### src/rtl/imm_extend_pipe_if.sv
// Handshake bundle for imm_extend_pipe: upstream valid/ready/immediate/mode
// and downstream valid/ready/data, seen from the producer (master) or the extender (slave).
interface imm_extend_pipe_if #(
  parameter int IN_W  = 16,
  parameter int OUT_W = 32
);
  logic             in_valid;
  logic             in_ready;
  logic [IN_W-1:0]  in_imm;
  logic [1:0]       in_mode;
  logic             out_valid;
  logic             out_ready;
  logic [OUT_W-1:0] out_data;

  modport master (
    output in_valid, in_imm, in_mode, out_ready,
    input  in_ready, out_valid, out_data
  );

  modport slave (
    input  in_valid, in_imm, in_mode, out_ready,
    output in_ready, out_valid, out_data
  );
endinterface

### src/rtl/imm_extend_pipe.sv
// Pipelined immediate extender (sign/zero/upper/sign-shift-2) with a 2-entry skid buffer.
// Optional accepted-transfer counter on xfer_cnt when IMM_EXT_CNT_EN is defined.
module imm_extend_pipe #(
  parameter int IN_W  = 16,
  parameter int OUT_W = 32,
  parameter int CNT_W = 16
) (
  input  logic             clk,
  input  logic             rst_n,
  input  logic             flush,
  imm_extend_pipe_if.slave bus
`ifdef IMM_EXT_CNT_EN
  ,
  output logic [CNT_W-1:0] xfer_cnt
`endif
);

  localparam int PAD = OUT_W - IN_W;

  if (IN_W < 2 || IN_W > OUT_W - 2 || CNT_W < 1) begin : g_bad_params
    $error("imm_extend_pipe: illegal IN_W/OUT_W/CNT_W combination");
  end

  typedef enum logic [1:0] {EMPTY, ONE, TWO} state_t;

  state_t           state;
  logic [OUT_W-1:0] main_q;
  logic [OUT_W-1:0] skid_q;
  logic [OUT_W-1:0] sext;
  logic [OUT_W-1:0] ext;
  logic             accept;
  logic             pop;

  assign sext = {{PAD{bus.in_imm[IN_W-1]}}, bus.in_imm};

  always_comb begin
    ext = '0;
    case (bus.in_mode)
      2'b00:   ext = sext;
      2'b01:   ext = {{PAD{1'b0}}, bus.in_imm};
      2'b10:   ext = {bus.in_imm, {PAD{1'b0}}};
      default: ext = {sext[OUT_W-3:0], 2'b00};
    endcase
  end

  // Ready depends on occupancy only, so out_ready never reaches in_ready combinationally.
  assign bus.in_ready  = (state != TWO);
  assign bus.out_valid = (state != EMPTY);
  assign bus.out_data  = main_q;

  assign accept = bus.in_valid && (state != TWO);
  assign pop    = bus.out_ready && (state != EMPTY);

  always_ff @(posedge clk or negedge rst_n) begin
    if (!rst_n) begin
      state  <= EMPTY;
      main_q <= '0;
      skid_q <= '0;
    end else if (flush) begin
      state <= EMPTY;
    end else begin
      case (state)
        EMPTY: begin
          if (accept) begin
            state  <= ONE;
            main_q <= ext;
          end
        end
        ONE: begin
          if (accept && pop) begin
            main_q <= ext;
          end else if (accept) begin
            state  <= TWO;
            skid_q <= ext;
          end else if (pop) begin
            state <= EMPTY;
          end
        end
        TWO: begin
          if (pop) begin
            state  <= ONE;
            main_q <= skid_q;
          end
        end
        default: state <= EMPTY;
      endcase
    end
  end

`ifdef IMM_EXT_CNT_EN
  always_ff @(posedge clk or negedge rst_n) begin
    if (!rst_n) begin
      xfer_cnt <= '0;
    end else if (accept && !flush) begin
      xfer_cnt <= xfer_cnt + 1'b1;
    end
  end
`endif

endmodule

### src/flat_wrapper.sv
// flat-port wrapper written by rule: the top's interface ports become plain ports
module imm_extend_pipe_flat 
#(
  parameter int IN_W  = 16,
  parameter int OUT_W = 32,
  parameter int CNT_W = 16
)
  (clk, rst_n, flush, bus_in_valid, bus_in_imm, bus_in_mode, bus_out_ready, bus_in_ready, bus_out_valid, bus_out_data);
  imm_extend_pipe_if #(.IN_W(IN_W), .OUT_W(OUT_W)) bus_i ();
  input  logic clk;
  input  logic rst_n;
  input  logic flush;
  input wire logic [$bits(bus_i.in_valid)-1:0] bus_in_valid;
  input wire logic [$bits(bus_i.in_imm)-1:0] bus_in_imm;
  input wire logic [$bits(bus_i.in_mode)-1:0] bus_in_mode;
  input wire logic [$bits(bus_i.out_ready)-1:0] bus_out_ready;
  output wire logic [$bits(bus_i.in_ready)-1:0] bus_in_ready;
  output wire logic [$bits(bus_i.out_valid)-1:0] bus_out_valid;
  output wire logic [$bits(bus_i.out_data)-1:0] bus_out_data;
  assign bus_i.in_valid = bus_in_valid;
  assign bus_i.in_imm = bus_in_imm;
  assign bus_i.in_mode = bus_in_mode;
  assign bus_i.out_ready = bus_out_ready;
  assign bus_in_ready = bus_i.in_ready;
  assign bus_out_valid = bus_i.out_valid;
  assign bus_out_data = bus_i.out_data;
  imm_extend_pipe #(.IN_W(IN_W), .OUT_W(OUT_W), .CNT_W(CNT_W)) u_core (.clk(clk), .rst_n(rst_n), .flush(flush), .bus(bus_i));
endmodule
### config.mk
export PLATFORM = sky130hd
export DESIGN_NAME = imm_extend_pipe_flat
export DESIGN_NICKNAME = d
export VERILOG_FILES = /design/src/rtl/imm_extend_pipe_if.sv /design/src/rtl/imm_extend_pipe.sv /design/src/flat_wrapper.sv
export SDC_FILE = /design/constraint.sdc
export NUM_CORES = 1
export LEC_CHECK = 0
export CORE_MARGIN = 2
export CORE_UTILIZATION = 47
export CTS_CLUSTER_DIAMETER = 80
export DETAILED_ROUTE_END_ITERATION = 6
export PLACE_DENSITY = 0.75
export RECOVER_POWER = 25
export SYNTH_ARGS = -nofsm -noshare
export SYNTH_HDL_FRONTEND = slang
export SYNTH_SLANG_ARGS = --single-unit
### constraint.sdc
create_clock -name clk -period 3.7 [get_ports clk]
set_input_delay 1.11 -clock clk [delete_from_list [all_inputs] [get_ports clk]]
set_output_delay 1.11 -clock clk [all_outputs]
set_load 0.01 [all_outputs]
### After elaboration in Yosys (flattened, before gate mapping)

Cells that the tools add are included.

| storage, ports and cells | value |
|---|---|
| flip-flop bits (word level) | 66 |
| input bits | 23 |
| output and inout bits | 34 |
| word-level logic and storage cells | 39 |

| cells by class | value |
|---|---|
| equality and inequality tests | 12 |
| mux-type cells | 12 |
| bitwise gates (word level) | 2 |
| reduce and logical (&&, ||, !) cells | 10 |

Operators with widths:

| kind | number |
|---|---|
| $pmux W32 S3 | 2 |
| $mux W32 | 3 |
| $mux W2 | 6 |
| $reduce_and A4 Y1 | 2 |
| $ne A2 B1 Y1 const B | 3 |
| $ne A3 B2 Y1 const B | 2 |
| $pmux W2 S3 | 1 |
| $reduce_and A5 Y1 | 1 |
| $eq A2 B1 Y1 const B | 2 |
| $eq A2 B2 Y1 const B | 2 |
| $logic_not A2 Y1 | 2 |
| $ne A4 B2 Y1 const B | 1 |
| $logic_and A1 B1 Y1 | 3 |
| $ne A3 B3 Y1 const B | 1 |
| $reduce_bool A3 Y1 | 1 |
| $ne A2 B2 Y1 const B | 1 |
| $not A1 Y1 | 2 |
| $reduce_bool A2 Y1 | 1 |

### Longest topological paths before layout

Gate-level depths: netlist of the first run.

| logic depth | value |
|---|---|
| word-level depth | 7 |
| gate-level depth with buffers | 8 |
| gate-level depth less buffers | 5 |

### Least setup slack after synthesis of the first run

Ideal clock, no wire load.

| timing path | value |
|---|---|
| path kind | input port to flip-flop |
| from | input port bus_in_valid |
| to | register u_core.main_q[15] (netlist: u_core.bus.out_data[15]) |
| library setup time | 0.125 ns |
| data arrival time | 2.241 ns |
| data required time | 3.575 ns |
| path slack | 1.334 ns |
| stages on the path | 5 |
| buffers on the path | 1 |
| cell sequence | nor2b_1 -> and2_1 -> o21bai_1 -> buf_2 -> mux2_2 |

| between the ends | value |
|---|---|
| cells in the longest elaborated chain, start to end | 4 |
| elaborated cells on any way between the ends | 5 |
| those cells by class | eq/ne (2); reduce/logical (3) |

Ends and longest elaborated chain:

| element | RTL line | source |
|---|---|---|
| start: declaration | flat_wrapper.sv:13 | `input wire logic [$bits(bus_i.in_valid)-1:0] bus_in_valid;` |
| $logic_and A1 B1 Y1 (*) | imm_extend_pipe.sv:51 | `assign accept = bus.in_valid && (state != TWO);` |
| $logic_and A1 B1 Y1 | imm_extend_pipe.sv:70 | `if (accept && pop) begin` |
| $ne A2 B1 Y1 (no source line) | n/a |  |
| $reduce_and A5 Y1 (no source line) (*) | n/a |  |
| end signal: assignment | imm_extend_pipe.sv:66 | `main_q <= ext;` |
| end signal: assignment | imm_extend_pipe.sv:71 | `main_q <= ext;` |
| end signal: assignment | imm_extend_pipe.sv:82 | `main_q <= skid_q;` |
| end: declaration | imm_extend_pipe.sv:27 | `logic [OUT_W-1:0] main_q;` |

Mark *: on every way between the ends. The rest lies on a longest branch, timed or not.
A chain may end at the register's enable or synchronous reset.

### Worst setup path in the final report of the first run

| timing path | value |
|---|---|
| from | register u_core.state[1] |
| to | output port bus_in_ready |

| between the ends | value |
|---|---|
| cells in the longest elaborated chain, start to end | 1 |

Ends and longest elaborated chain:

| element | RTL line | source |
|---|---|---|
| start: declaration | imm_extend_pipe.sv:26 | `state_t state;` |
| start signal: assignment | imm_extend_pipe.sv:56 | `state <= EMPTY;` |
| start signal: assignment | imm_extend_pipe.sv:60 | `state <= EMPTY;` |
| start signal: assignment | imm_extend_pipe.sv:65 | `state <= ONE;` |
| $ne A2 B2 Y1 | imm_extend_pipe.sv:47 | `assign bus.in_ready = (state != TWO);` |
| end: declaration | flat_wrapper.sv:17 | `output wire logic [$bits(bus_i.in_ready)-1:0] bus_in_ready;` |

No other way between the ends.

==> results_dict.tcl, run 1 <==
set metrics [dict create \
    grt_max_degree 36 \
    skew_ps 6.38 \
    crit_chain "nor2b_2 -> inv_2 -> clkdlybuf4s50_1" \
    power_uw 2150 \
    worst_pin_slew_ps 1080 \
    cpLargestDelayFamily "buffers and inverters" \
    drt_wl_total_mm 7.40 \
    hold_viol_final 0 \
    grt_overflow 0 \
    cts.sink_count 66 \
    fmax_mhz 342 \
    diodes 0 \
    cts_resized 0 \
    vias 2609 \
    hp-start "u_core.skid_q[12]$_DFFE_PN0P_" \
    cts_tree "done" \
    cpMaxStageDelayCell "clkdlybuf4s50_1" \
    gp_congestion 0.839 \
    placement.io_buffers 56 \
    cts_made_buffers 9 \
    timing.hold.ws_ps 483 \
    cts_root_buf "clkbuf_8" \
    synthTopCellsByArea "dfrtp_1, mux2_2, o21ai_0" \
    reg2reg_to "u_core.bus.out_data[20]$_DFFE_PN0P_" \
    min_path_type "flop to flop" \
    critPathKind "flop to primary output" \
    reg2reg_depth 5 \
    period_share 0.791 \
    wl_per_cell_um 15.7 \
    fill_cells 574 \
    syn-cell-area_um2 3250 \
    layout_common_cells "dfrtp_1, clkdlybuf4s50_1, o21ai_0" \
    synthToLayoutAreaGrowth_pct 25.0 \
    synth_edf_count 0 \
    path_buf_inv 2 \
    hpwl_mm 5.22 \
    fin_util 0.601 \
    start_kind "flop" \
    whs_path_depth 2 \
    fp.dieH_um 87.1 \
    cp_data_required_time_ps 2590 \
    status "complete, no violations" \
    dieWidth_um 87.1 \
    synth_warnings 0 \
    r2r_setup_slack_ps 1940 \
    final_common_cell "dfrtp_1" \
    antenna_found_initial 0 \
    rr_startpoint "u_core.state[1]$_DFFE_PN0P_" \
    power_density_nw_per_um2 530 \
    grtUsageTotal 0.211 \
    ios 57 \
    initial_utilization 0.481 \
    post_cts_buffers 0 \
    drt-initial-drc-count 179 \
    cp_max_fo 17 \
    dieArea_um2 7590 \
    synth-seq-cells 66 \
    cp.arrival_ps 1820 \
    core_um2 6760 \
    slowest_delay_ps 610 \
    min_to "u_core.skid_q[12]$_DFFE_PN0P_" \
    synthCells 335 \
    clk_path_buf_depth 2 \
    insertion_delay_ps 340 \
    synthesis.nets 358 \
    drc 0 \
    end_kind "primary output" \
    avgSynthCellArea_um2 9.70 \
    report.final.slew_viol_count 0 \
    routed_via_density 5.55 \
    ir_drop_v 0.000294 \
    tns_ps 0 \
    rsz0062_at_grt "false" \
    dr.pass1.iters 4 \
    cap_violations 0 \
    yosys_most_used_dff "dfrtp_1" \
    h-tree-depth 3 \
    ant_nets 0 \
    setup_viol 0 \
    synth_cell_types 29 \
    layout-drive-gt1-share 0.174 \
    clkSlewWorstSetupHoldPaths_ps 70 \
    cts_hold_buf 0 \
    grt_pass1_vias 2510 \
    nNetsFinal 409 \
    synth.largest_area_cell "dfrtp_1" \
    synth_top_area_share 0.508 \
    p_leak_uw 0.00171 \
    async_reset_ff_frac 1.00 \
    yosysSeqAreaShare 0.508 \
    period_minus_slack_ps 2930 \
    rows 30 \
    max_slew_margin 0.278 \
    grt_pass1_wl_mm 12.4 \
]
[final cells by class]
class                           count  area [um^2]  share of cell area
Sequential cell                    66         1650               0.407
Multi-Input combinational cell    242         1470               0.361
Timing Repair Buffer               65          618               0.152
Clock buffer                       13          159              0.0391
Tap cell                           80          100              0.0246
Clock inverter                      2         60.1              0.0148
Inverter                            2         7.51             0.00185
[cell usage after synthesis (2+ instances only)]
cell      number
mux2_2        31
nor2_1        34
nor2b_1       26
nand2_1       36
and2_1         3
buf_1          2
mux2_1         2
o21ai_0       49
dfrtp_1       66
nand2b_1       2
clkbuf_1      11
and2b_1        4
a31oi_1       17
buf_6          2
buf_2          9
a21oi_1       19
a21oi_2       10
[sequential cells by signal, indices dropped and copies added (netlist names)]
register	cells
u_core.bus.out_data	32
u_core.skid_q	32
u_core.state	2
[report_power, final]
part           total, uW  internal, uW  switching (uW)
clock                674           413             260
combinational        503           285             219
sequential           976           888            87.9
total               2150          1590             567
[layer usage]
metal / share of wire / up-vias / GRT usage
li1: - / 1245 / -
met1: 0.45 / 1269 / 0.298
met2: 0.48 / 84 / 0.319
met3: 0.056 / 11 / 0.0512
met4: 0.014 / 0 / 0.0741
met5: 0 / - / 0
[through the flow]
step	area (um^2)	setup slack [ps]	cells
2_1_floorplan	3250	1330	335
3_3_place_gp	3850	595	455
3_5_place_dp	3850	568	455
4_1_cts	4070	763	470
5_1_grt	4060	637	470
6_report	4060	773	470
[worst max path at each step]
stage	start	end	cells past startpoint
6_report	u_core.state[1]$_DFFE_PN0P_	bus_in_ready	3
5_1_grt	bus_in_mode[0]	u_core.bus.out_data[3]$_DFFE_PN0P_	5
4_1_cts	u_core.state[1]$_DFFE_PN0P_	bus_in_ready	3
3_5_place_dp	bus_in_mode[0]	u_core.bus.out_data[4]$_DFFE_PN0P_	5
3_3_place_gp	bus_in_mode[0]	u_core.bus.out_data[18]$_DFFE_PN0P_	5
2_1_floorplan	bus_in_valid	u_core.bus.out_data[15]$_DFFE_PN0P_	5
[tightest hold or removal path: cells and delay by family, from the launching register on]
kind            cells  cell delay (ps)
flops               1              340
compound gates      1               60
simple gates        1               40
[kinds of logic (layout without fill, tap and decap cells)]
group                  after synthesis  count (layout)  synth area share
flip-flops                          66              66             0.508
multiplexers                        34              34             0.117
buffers and inverters               27              82            0.0427
AND/OR/NAND/NOR                    112             112             0.165
AO/OA/AOI/OAI                       96              96             0.167
(Power assumes the default switching activity.)
==> inputs of run 2 (changes only) <==
--- a/config.mk
+++ b/config.mk
@@ -9,7 +9,7 @@
 export CORE_UTILIZATION = 47
 export CTS_CLUSTER_DIAMETER = 80
 export DETAILED_ROUTE_END_ITERATION = 6
-export PLACE_DENSITY = 0.75
+export PLACE_DENSITY = 0.78
 export RECOVER_POWER = 25
 export SYNTH_ARGS = -nofsm -noshare
 export SYNTH_HDL_FRONTEND = slang
==> constraint.sdc (replaced) <==
create_clock -name clk -period 2.6 [get_ports clk]
set_input_delay 0.78 -clock clk [delete_from_list [all_inputs] [get_ports clk]]
set_output_delay 0.78 -clock clk [all_outputs]
set_load 0.01 [all_outputs]
==> run 2 against run 1 <==
  * The run now ends with capacitance limit, slew limit left
  * Combinational power up 44%
  * Sequential cell count unchanged
  * Via count down 1.2%
  * Utilization up 0.94 points
  * Final cell count up 1.3%
  * Clock skew about the same
  * Setup slack worse by 540 ps
  * Sequential share of layout area down 0.63 points
  * Clock power up 41%
  * First-iteration DRC count down 11%
  * Largest power group unchanged
==> results_dict.tcl, run 2 (synthesized netlist as in run 1, its figures left out) <==
set metrics [dict create \
    cts_made_buffers 9 \
    p_leak_uw 0.00176 \
    cts.sink_count 66 \
    cts_resized 0 \
    max_slew_margin -0.0580 \
    fin_cells 476 \
    period_share 0.910 \
    placedCellCount 460 \
    synthToLayoutAreaGrowth_pct 27.0 \
    multi_input_area_um2 1470 \
    antenna_found_initial 0 \
    cpLargestDelayFamily "buffers and inverters" \
    fmax_mhz 422 \
    end_kind "primary output" \
    setup_viol 0 \
    nNetsFinal 414 \
    rsz0062_at_grt "false" \
    dieArea_um2 7590 \
    cts_tree "done" \
    path_buf_inv 1 \
    tns_ps 0 \
    final_common_cell "dfrtp_1" \
    layout-drive-gt1-share 0.197 \
    initial_utilization 0.481 \
    period_minus_slack_ps 2370 \
    report.final.slew_viol_count 67 \
    dr.pass1.iters 5 \
    drt-initial-drc-count 159 \
    start_kind "flop" \
    cp.arrival_ps 1590 \
    grt_pass1_vias 2477 \
    min_path_type "flop to flop" \
    placement.io_buffers 56 \
    violations "capacitance limit, slew limit" \
    wl_per_cell_um 15.1 \
    core_um2 6760 \
    rows 30 \
    drt_wl_total_mm 7.21 \
    fp.dieH_um 87.1 \
    grtUsageTotal 0.206 \
    ant_nets 0 \
    grt_pass1_wl_mm 12.0 \
    worst_pin_slew_ps 1590 \
    hold_viol_final 0 \
    post_cts_buffers 0 \
    power_uw 3060 \
    slowest_delay_ps 480 \
    ios 57 \
    vias 2577 \
    dieWidth_um 87.1 \
    grt_overflow 0 \
    crit_chain "or2_2 -> clkdlybuf4s50_1" \
    insertion_delay_ps 340 \
    hpwl_mm 5.10 \
    critPathKind "flop to primary output" \
    cts_root_buf "clkbuf_8" \
    h-tree-depth 3 \
    regArea_um2 1650 \
    cp_data_required_time_ps 1820 \
    cp_max_fo 7 \
    cpMaxStageDelayCell "clkdlybuf4s50_1" \
    drc 0 \
    cap_violations 1 \
    power_density_nw_per_um2 741 \
    clk_path_buf_depth 2 \
    ir_drop_v 0.000365 \
    skew_ps 5.96 \
    cts_hold_buf 0 \
    grt_max_degree 67 \
    diodes 0 \
    clkSlewWorstSetupHoldPaths_ps 70 \
    status "finished, violations left" \
    gp_congestion 0.842 \
    layout_common_cells "dfrtp_1, clkdlybuf4s50_1, o21ai_0" \
    routed_via_density 5.41 \
    fill_cells 564 \
]
## run 2: metal layers
layer  up-vias  share of wire  GRT usage
met1      1241           0.45      0.273
met4         0          0.019     0.0811
met5         -              0          0
met3        13          0.052     0.0578
li1       1253              -          -
met2        70           0.48      0.321
## run 2: worst paths after layout
| path | from | slack, ps | end | cells past startpoint |
|---|---|---|---|---|
| max | u_core.state[0]$_DFFE_PN0P_ | 230 | bus_out_valid | 2 |
| min | u_core.skid_q[31]$_DFFE_PN0P_ | 480 | u_core.skid_q[31]$_DFFE_PN0P_ | 2 |
| max reg2reg | u_core.state[1]$_DFFE_PN0P_ | 860 | u_core.bus.out_data[20]$_DFFE_PN0P_ | 6 |
| min reg2reg | u_core.skid_q[31]$_DFFE_PN0P_ | 480 | u_core.skid_q[31]$_DFFE_PN0P_ | 2 |
| max in group asynchronous | rst_n | 730 | u_core.skid_q[12]$_DFFE_PN0P_ | 2 |
| min in group asynchronous | rst_n | 920 | u_core.bus.out_data[28]$_DFFE_PN0P_ | 2 |
## run 2: power by group
group	total (uW)	leakage (uW)	switching [uW]	internal, uW
combinational	726	0.000817	311	415
clock	947	0.000116	388	559
sequential	1390	0.000824	122	1260
## run 2: per-stage QoR
step / utilization / setup WS, ps / instance area (um^2) / hold slack, ps
6_report: 0.611 / 233 / 4130 / 482
4_1_cts: 0.613 / 226 / 4140 / 460
2_1_floorplan: - / 564 / 3250 / 450
3_3_place_gp: 0.581 / 124 / 3920 / 461
3_5_place_dp: 0.581 / 80.0 / 3920 / 473
5_1_grt: 0.611 / 177 / 4130 / 514
## run 2: final cells by class
cell class                 count  share of cell area
inverter                       2             0.00182
tap                           80              0.0243
clock inverter                 6              0.0194
sequential                    66               0.400
timing repair buffer          70               0.166
clock buffer                  10              0.0334
multi-input combinational    242               0.355
## run 2: worst min-delay path, delay by kind of cell (launching register included)
kind	cells	cell delay, ps
simple gates	1	40
compound gates	1	60
flops	1	350
